File: src/rtl/guess_entry.sv
// Four-slot colour guess editor with valid/ready commit to history and turn tracking.
// Optional duplicate-colour refusal on select: define GUESS_ENTRY_DUP_CHECK_EN.
module guess_entry #(
    parameter int unsigned NUM_COLORS = 6,
    parameter int unsigned MAX_TURNS  = 8
) (
    input  logic       clk,
    input  logic       reset,
    input  logic       mode,
    input  logic       btn_up,
    input  logic       btn_down,
    input  logic       btn_left,
    input  logic       btn_right,
    input  logic       btn_select,
    input  logic       commit_ready,
    output logic [2:0] guess0,
    output logic [2:0] guess1,
    output logic [2:0] guess2,
    output logic [2:0] guess3,
    output logic [1:0] cursor,
    output logic       commit_valid,
    output logic [2:0] turn,
    output logic       last_turn,
    output logic       reject
);

    localparam logic [1:0] S_EDIT   = 2'd0;
    localparam logic [1:0] S_COMMIT = 2'd1;
    localparam logic [1:0] S_DONE   = 2'd2;

    localparam logic [2:0] COLOR_MAX = 3'(NUM_COLORS - 1);
    localparam logic [2:0] TURN_LAST = 3'(MAX_TURNS - 1);

    logic [1:0]       state_q, state_d;
    logic [3:0][2:0]  slots_q, slots_d;
    logic [1:0]       cursor_q, cursor_d;
    logic [2:0]       turn_q, turn_d;
    logic             reject_d;
    logic             dup;

`ifdef GUESS_ENTRY_DUP_CHECK_EN
    assign dup = (slots_q[0] == slots_q[1]) | (slots_q[0] == slots_q[2]) |
                 (slots_q[0] == slots_q[3]) | (slots_q[1] == slots_q[2]) |
                 (slots_q[1] == slots_q[3]) | (slots_q[2] == slots_q[3]);
`else
    assign dup = 1'b0;
`endif

    always_comb begin
        state_d  = state_q;
        slots_d  = slots_q;
        cursor_d = cursor_q;
        turn_d   = turn_q;
        reject_d = 1'b0;
        case (state_q)
            S_EDIT: begin
                if (!mode) begin
                    if (btn_select) begin
                        if (dup) reject_d = 1'b1;
                        else     state_d  = S_COMMIT;
                    end else begin
                        // Colour edit targets the pre-move cursor position.
                        if (btn_up && !btn_down)
                            slots_d[cursor_q] = (slots_q[cursor_q] == COLOR_MAX) ? 3'd0
                                                : slots_q[cursor_q] + 3'd1;
                        else if (btn_down && !btn_up)
                            slots_d[cursor_q] = (slots_q[cursor_q] == 3'd0) ? COLOR_MAX
                                                : slots_q[cursor_q] - 3'd1;
                        if (btn_right && !btn_left)
                            cursor_d = cursor_q + 2'd1;
                        else if (btn_left && !btn_right)
                            cursor_d = cursor_q - 2'd1;
                    end
                end
            end
            S_COMMIT: begin
                if (commit_ready) begin
                    slots_d  = '0;
                    cursor_d = '0;
                    if (turn_q == TURN_LAST) state_d = S_DONE;
                    else begin
                        state_d = S_EDIT;
                        turn_d  = turn_q + 3'd1;
                    end
                end
            end
            default: ;
        endcase
    end

    always_ff @(posedge clk or negedge reset) begin
        if (!reset) begin
            state_q      <= S_EDIT;
            slots_q      <= '0;
            cursor_q     <= '0;
            turn_q       <= '0;
            commit_valid <= 1'b0;
            last_turn    <= 1'b0;
            reject       <= 1'b0;
        end else begin
            state_q      <= state_d;
            slots_q      <= slots_d;
            cursor_q     <= cursor_d;
            turn_q       <= turn_d;
            commit_valid <= (state_d == S_COMMIT);
            last_turn    <= (state_d == S_DONE);
            reject       <= reject_d;
        end
    end

    assign guess0 = slots_q[0];
    assign guess1 = slots_q[1];
    assign guess2 = slots_q[2];
    assign guess3 = slots_q[3];
    assign cursor = cursor_q;
    assign turn   = turn_q;

endmodule
File: config.mk
export PLATFORM = sky130hd
export DESIGN_NAME = guess_entry
export DESIGN_NICKNAME = d
export VERILOG_FILES = /design/src/rtl/guess_entry.sv
export SDC_FILE = /design/constraint.sdc
export NUM_CORES = 1
export LEC_CHECK = 0
export ABC_AREA = 1
export ABC_CLOCK_PERIOD_IN_PS = 1700
export BUFFER_PORTS_ARGS = -buffer_cell sky130_fd_sc_hd__buf_2
export CAP_MARGIN = 10
export CORE_UTILIZATION = 53
export CTS_CLUSTER_DIAMETER = 60
export DETAILED_ROUTE_END_ITERATION = 16
export PLACE_DENSITY = 0.89
export SLEW_MARGIN = 20
export SYNTH_ARGS = -nofsm -noshare
export SYNTH_HDL_FRONTEND = slang
export SYNTH_SLANG_ARGS = --single-unit
export TNS_END_PERCENT = 100
File: constraint.sdc
create_clock -name clk -period 1.7 [get_ports clk]
set_input_delay 0.425 -clock clk [delete_from_list [all_inputs] [get_ports clk]]
set_output_delay 0.425 -clock clk [all_outputs]
set_load 0.05 [all_outputs]
==> results of run 1 <==
==> worst paths after layout <==
kind                                         end  cells after the start                   from  slack [ps]
setup / recovery                       cursor[1]                      3  cursor[1]$_DFFE_PN0P_          50
hold / removal             guess3[2]$_DFFE_PN0P_                      1                  reset          40
setup reg to reg           guess3[1]$_DFFE_PN0P_                     11  cursor[0]$_DFFE_PN0P_         120
hold reg to reg              turn[0]$_DFFE_PN0P_                      1    turn[0]$_DFFE_PN0P_         510
max in group asynchronous    last_turn$_DFF_PN0_                      1                  reset        1340
min in group clk            state_q[1]$_DFF_PN0_                      3           commit_ready         380
==> stage by stage <==
stage	util	cells	worst slack, ps
2_1_floorplan	-	164	59.3
3_3_place_gp	0.658	220	119
3_5_place_dp	0.658	220	53.9
4_1_cts	0.674	225	54.1
5_1_grt	0.676	225	14.6
6_report	0.676	225	51.4
==> cells in the mapped netlist (all sizes together), types with 2 or more instances <==
cell type,count
nor3b,2
xnor2,2
nand2,72
nand3,16
nor2,11
o21bai,4
dfrtp,21
o21ai,3
ha,4
inv,14
mux2,2
buf,3
a21oi,4
==> cell families after synthesis <==
family          after synthesis  share of synthesized area
other cells                   1                    0.00277
xor+xnor                      2                     0.0129
fa+ha+maj                     4                     0.0369
mux                           2                     0.0166
compound gates               13                     0.0609
flops                        21                      0.388
simple gates                104                      0.421
buf+inv                      17                     0.0609
==> state kept, by name, indices dropped and copies added, names as in the netlist <==
signal        cells
commit_valid      1
cursor            2
guess0            3
guess1            3
guess2            3
guess3            3
last_turn         1
state_q           2
turn              3
==> placed cells by master (no fill, tap or decap), drive strengths merged <==
cell type and instances:
a21oi 4, a31oi 1, and3 1, buf 32, clkbuf 4, conb 1, dfrtp 21, ha 4
inv 14, mux2 2, nand2 72, nand3 16, nand4 1, nor2 11, nor3 1, nor3b 2
o21ai 3, o21bai 4, o31ai 1, xnor2 2
==> worst max-delay path: cells and delay by family (launching register included) <==
| family | cells | cell delay, ps |
|---|---|---|
| buffers and inverters | 3 | 520 |
| DFF | 1 | 400 |
==> layer usage <==
layer | GRT usage | routed length (microns)
met3 | 0.0406 | 190
met1 | 0.319 | 1310
met5 | 0 | 0
met4 | 0.145 | 89
met2 | 0.451 | 1480
==> final cells by class <==
cell class	count	area, sq um	share of cell area
multi-input cells	126	752	0.480
clock buffers	4	26.3	0.0168
well taps	28	35.0	0.0224
flip-flops and latches	21	526	0.335
repair buffers	32	175	0.112
inverters	14	52.6	0.0335
==> timing repair <==
| item | 4_1_cts | 5_1_grt |
|---|---|---|
| buffers inserted | 1 | 0 |
| endpoints found under the setup margin | 1 | 4 |
| resized for setup | 1 | 1 |
| endpoints found under the hold margin | 0 | 0 |
==> out/summary.txt, run 1 <==
Worst-skew pair later-pin latency: 300 ps
Hold_buf cts: 0
Ant diodes: 0
Mean Syn Cell Area: 8.26 sq um
Worst path cell trace: buf_4 -> buf_4 -> buf_4
Initial antenna violation count: 0
DRC: 0
Cell mode on critical path: buf_4
Drt first pass iters: 4
GPL Wtd Cong: 0.893
DP Area: 1530 sq um
Maxcap violations: 0
Die Width: 52.6 microns
Port bufs: 27
CTS Sinks: 21
Unrepaired setup endpoints after global routing: false
Slowest CP cell: dfrtp_1
Setup Crit Path Kind: reg2out
H-tree depth: 1
FILL cells: 195
Area growth syn-to-layout: 15.6%
Number of synthesized flops with an enable pin: 0
Seq/Total Area, Yosys: 0.388
Vias: 1238
Max FO, Critical Path: 8
Fraction of registers with async set/reset: 1.00
Layout cells sized above 1: 0.325
Post-Synthesis Cells: 164
Core area: 2320 sq um
Yosys reg bits: 21
Post-Syn Area: 1360 sq um
Synth unique cells: 30
Vias in the first global route: 1271
Starting Density: 0.584
Final hold violations: 0
Synth top area share: 0.388
Gr usage total: 0.266
Max incr delay on CP: 400 ps
Max Freq: 607 MHz
Setup crit end kind: primary output
Final period util: 0.970
Routed WL per cell: 13.6 microns
Register clock-pin slew on the reported worst setup and hold paths: 120 ps
# setup viols final: 0
Total gr overflow: 0
Die Y: 52.6 microns
Slew Limit Fails: 0
CP Data Required Time: 1270 ps
Die area: 2760 sq um
Post-synth top flop: dfrtp_1
Top Ports: 29
Routed Antenna Nets: 0
CP Data Arrival Time: 1220 ps
Hold Slack: 44.4 ps
Top post-synthesis cells by area: dfrtp_1 39%, nand2_1 18%, nand3_1 4.1%
Skew final: 0.416 ps
CTS tree: done
DRT iter0 DRCs: 46
Status: finished clean
Largest net degree at the start of global routing: 22
Mapped Nets: 177
Yosys warnings: 0
Shortest period the worst path allows: 1650 ps
Root buffer cell: clkbuf_4
Type of the tightest min-delay check: in2async
Post-route design area: 1570 sq um
Nature of the critical path startpoint: flop
Cts bufs inserted: 3
Clock Path Buffers: 2
DR vias/cell: 5.50
Routed WL: 3070 microns
First-pass GRT wire length: 5260 microns
Fin nets: 211
Rows: 17
Post-DP HPWL: 2350 microns
Cell taking the most area after synthesis: dfrtp_1
TNS Setup: 0 ps
Power of run 1 is not shown: default switching activity piles up to over one toggle a cycle in this logic, so the estimate is an artifact.
==> run 2, diff against run 1 <==
--- a/config.mk
+++ b/config.mk
@@ -11,7 +11,9 @@
 export CAP_MARGIN = 10
 export CORE_UTILIZATION = 53
 export CTS_CLUSTER_DIAMETER = 60
+export CTS_CLUSTER_SIZE = 25
 export DETAILED_ROUTE_END_ITERATION = 16
+export MAX_ROUTING_LAYER = met4
 export PLACE_DENSITY = 0.89
 export SLEW_MARGIN = 20
 export SYNTH_ARGS = -nofsm -noshare
==> run 2 against run 1 <==
Flip-flop and latch count unchanged. Setup slack worse by 31 ps. Hold slack worse by 27 ps. First-iteration DRC count up 8.7%. Global-route usage down 0.093 points. Clock skew up 8.1 ps. Utilization up 0.32 points. Via count about the same.
==> out/summary.txt, run 2 (synthesis results as in run 1) <==
GPL Wtd Cong: 0.920 (was 0.893)
Status: finished clean (unchanged)
Vias: 1239 (was 1238)
First-pass GRT wire length: 5050 microns (was 5260 microns)
CTS Sinks: 21 (unchanged)
Commonest non-fill, non-tap cell in the layout: nand2_1 (unchanged)
Shortest period the worst path allows: 1680 ps (was 1650 ps)
Largest net degree at the start of global routing: 22 (unchanged)
Post-DP HPWL: 2290 microns (was 2350 microns)
Maxcap violations: 0 (unchanged)
Nature of the critical path startpoint: flop (unchanged)
CP Data Arrival Time: 1260 ps (was 1220 ps)
Core area: 2320 sq um (unchanged)
Vias in the first global route: 1139 (was 1271)
Final hold violations: 0 (unchanged)
Total gr overflow: 0 (unchanged)
Area growth syn-to-layout: 16.2% (was 15.6%)
Ant diodes: 0 (unchanged)
Cells after DPL: 220 (unchanged)
Most frequent cells in the layout: 64 x nand2_1, 26 x buf_2, 20 x dfrtp_1 (was 64 x nand2_1, 26 x buf_2, 21 x dfrtp_1)
Layout cells sized above 1: 0.340 (was 0.325)
Starting Density: 0.584 (unchanged)
Max FO, Critical Path: 8 (unchanged)
Cts bufs inserted: 3 (unchanged)
Slew Limit Fails: 0 (unchanged)
Layout Cells excl Fill: 225 (unchanged)
Register clock-pin slew on the reported worst setup and hold paths: 130 ps (was 120 ps)
Routed WL: 3110 microns (was 3070 microns)
Port bufs: 27 (unchanged)
Clock Path Buffers: 2 (unchanged)
Type of the tightest min-delay check: in2async (unchanged)
Initial antenna violation count: 0 (unchanged)
H-tree depth: 1 (unchanged)
FILL cells: 183 (was 195)
Die area: 2760 sq um (unchanged)
DRC: 0 (unchanged)
Drt first pass iters: 5 (was 4)
Final period util: 0.988 (was 0.970)
Worst-skew pair later-pin latency: 330 ps (was 300 ps)
Die Width: 52.6 microns (unchanged)
Top Ports: 29 (unchanged)
Setup crit end kind: primary output (unchanged)
Routed WL per cell: 13.8 microns (was 13.6 microns)
Unrepaired setup endpoints after global routing: true (was false)
DR vias/cell: 5.51 (was 5.50)
Max Freq: 595 MHz (was 607 MHz)
Routed Antenna Nets: 0 (unchanged)
# setup viols final: 0 (unchanged)
Rows: 17 (unchanged)
Fin nets: 211 (unchanged)
Root buffer cell: clkbuf_4 (unchanged)
Die Y: 52.6 microns (unchanged)
Gr usage total: 0.265 (was 0.266)
Setup Crit Path Kind: reg2out (unchanged)
CTS tree: done (unchanged)
DRT iter0 DRCs: 50 (was 46)
CP Data Required Time: 1270 ps (about the same)
Skew final: 8.52 ps (was 0.416 ps)
## run 2: cell count changes in the layout (fill, tap and decap cells not counted)
cell        before  now
dfrtp_2          0    1
clkbuf_1         1    0
dfrtp_1         21   20
nor2_1           7    6
nor2_2           0    1
clkinvlp_4       0    1
## run 2: routing by layer
metal  part of all wire  wire length [microns]  global-route usage  vias to the layer above
li1                   -                      -                   -                      588
met1               0.40                   1260               0.315                      572
met2               0.49                   1520               0.447                       66
met3              0.074                    231              0.0348                       13
met4              0.031                     95               0.118                        0
met5                  0                      0                   -                        -
## run 2: what timing repair did
action                                  4_1_cts  5_1_grt
hold buffers                                  0        0
gates resized for setup                       2        2
pin swaps                                     0        0
setup buffers                                 1        0
endpoints found under the setup margin        2        4
## run 2: per-stage QoR
step	setup TNS, ps	setup slack (ps)	hold WS, ps	utilization	area, sq um
3_3_place_gp	0	117	402	0.658	1530
2_1_floorplan	0	59.3	129	-	1360
4_1_cts	0	23.5	35.9	0.676	1570
5_1_grt	-110	-44.6	55.5	0.679	1570
3_5_place_dp	0	38.1	399	0.658	1530
6_report	0	20.0	17.2	0.679	1570
## run 2: path summary, 6_finish.rpt
kind	cells past startpoint	slack [ps]	to	start
hold reg to reg	2	520	guess0[0]$_DFFE_PN0P_	guess0[0]$_DFFE_PN0P_
setup / recovery	3	20	cursor[1]	cursor[1]$_DFFE_PN0P_
hold / removal	1	20	guess3[0]$_DFFE_PN0P_	reset
setup reg to reg	10	70	guess1[2]$_DFFE_PN0P_	cursor[0]$_DFFE_PN0P_
min in group clk	2	340	commit_valid$_DFF_PN0_	mode
max in group asynchronous	1	1350	cursor[0]$_DFFE_PN0P_	reset
## run 2: layout make-up
| cell class | count | area [sq um] | share of cell area |
|---|---|---|---|
| timing repair buffer | 32 | 175 | 0.111 |
| tap | 28 | 35.0 | 0.0223 |
| multi-input combinational | 126 | 754 | 0.479 |
| inverter | 14 | 52.6 | 0.0334 |
| clock buffer | 3 | 22.5 | 0.0143 |
| sequential | 21 | 527 | 0.335 |
| clock inverter | 1 | 7.51 | 0.00477 |
## run 2: critical path: stages, from the launching register on
cell     delay (ps)
dfrtp_1         400
buf_4           180
buf_4           160
buf_4           180
Power of run 2 is left out for the same reason.
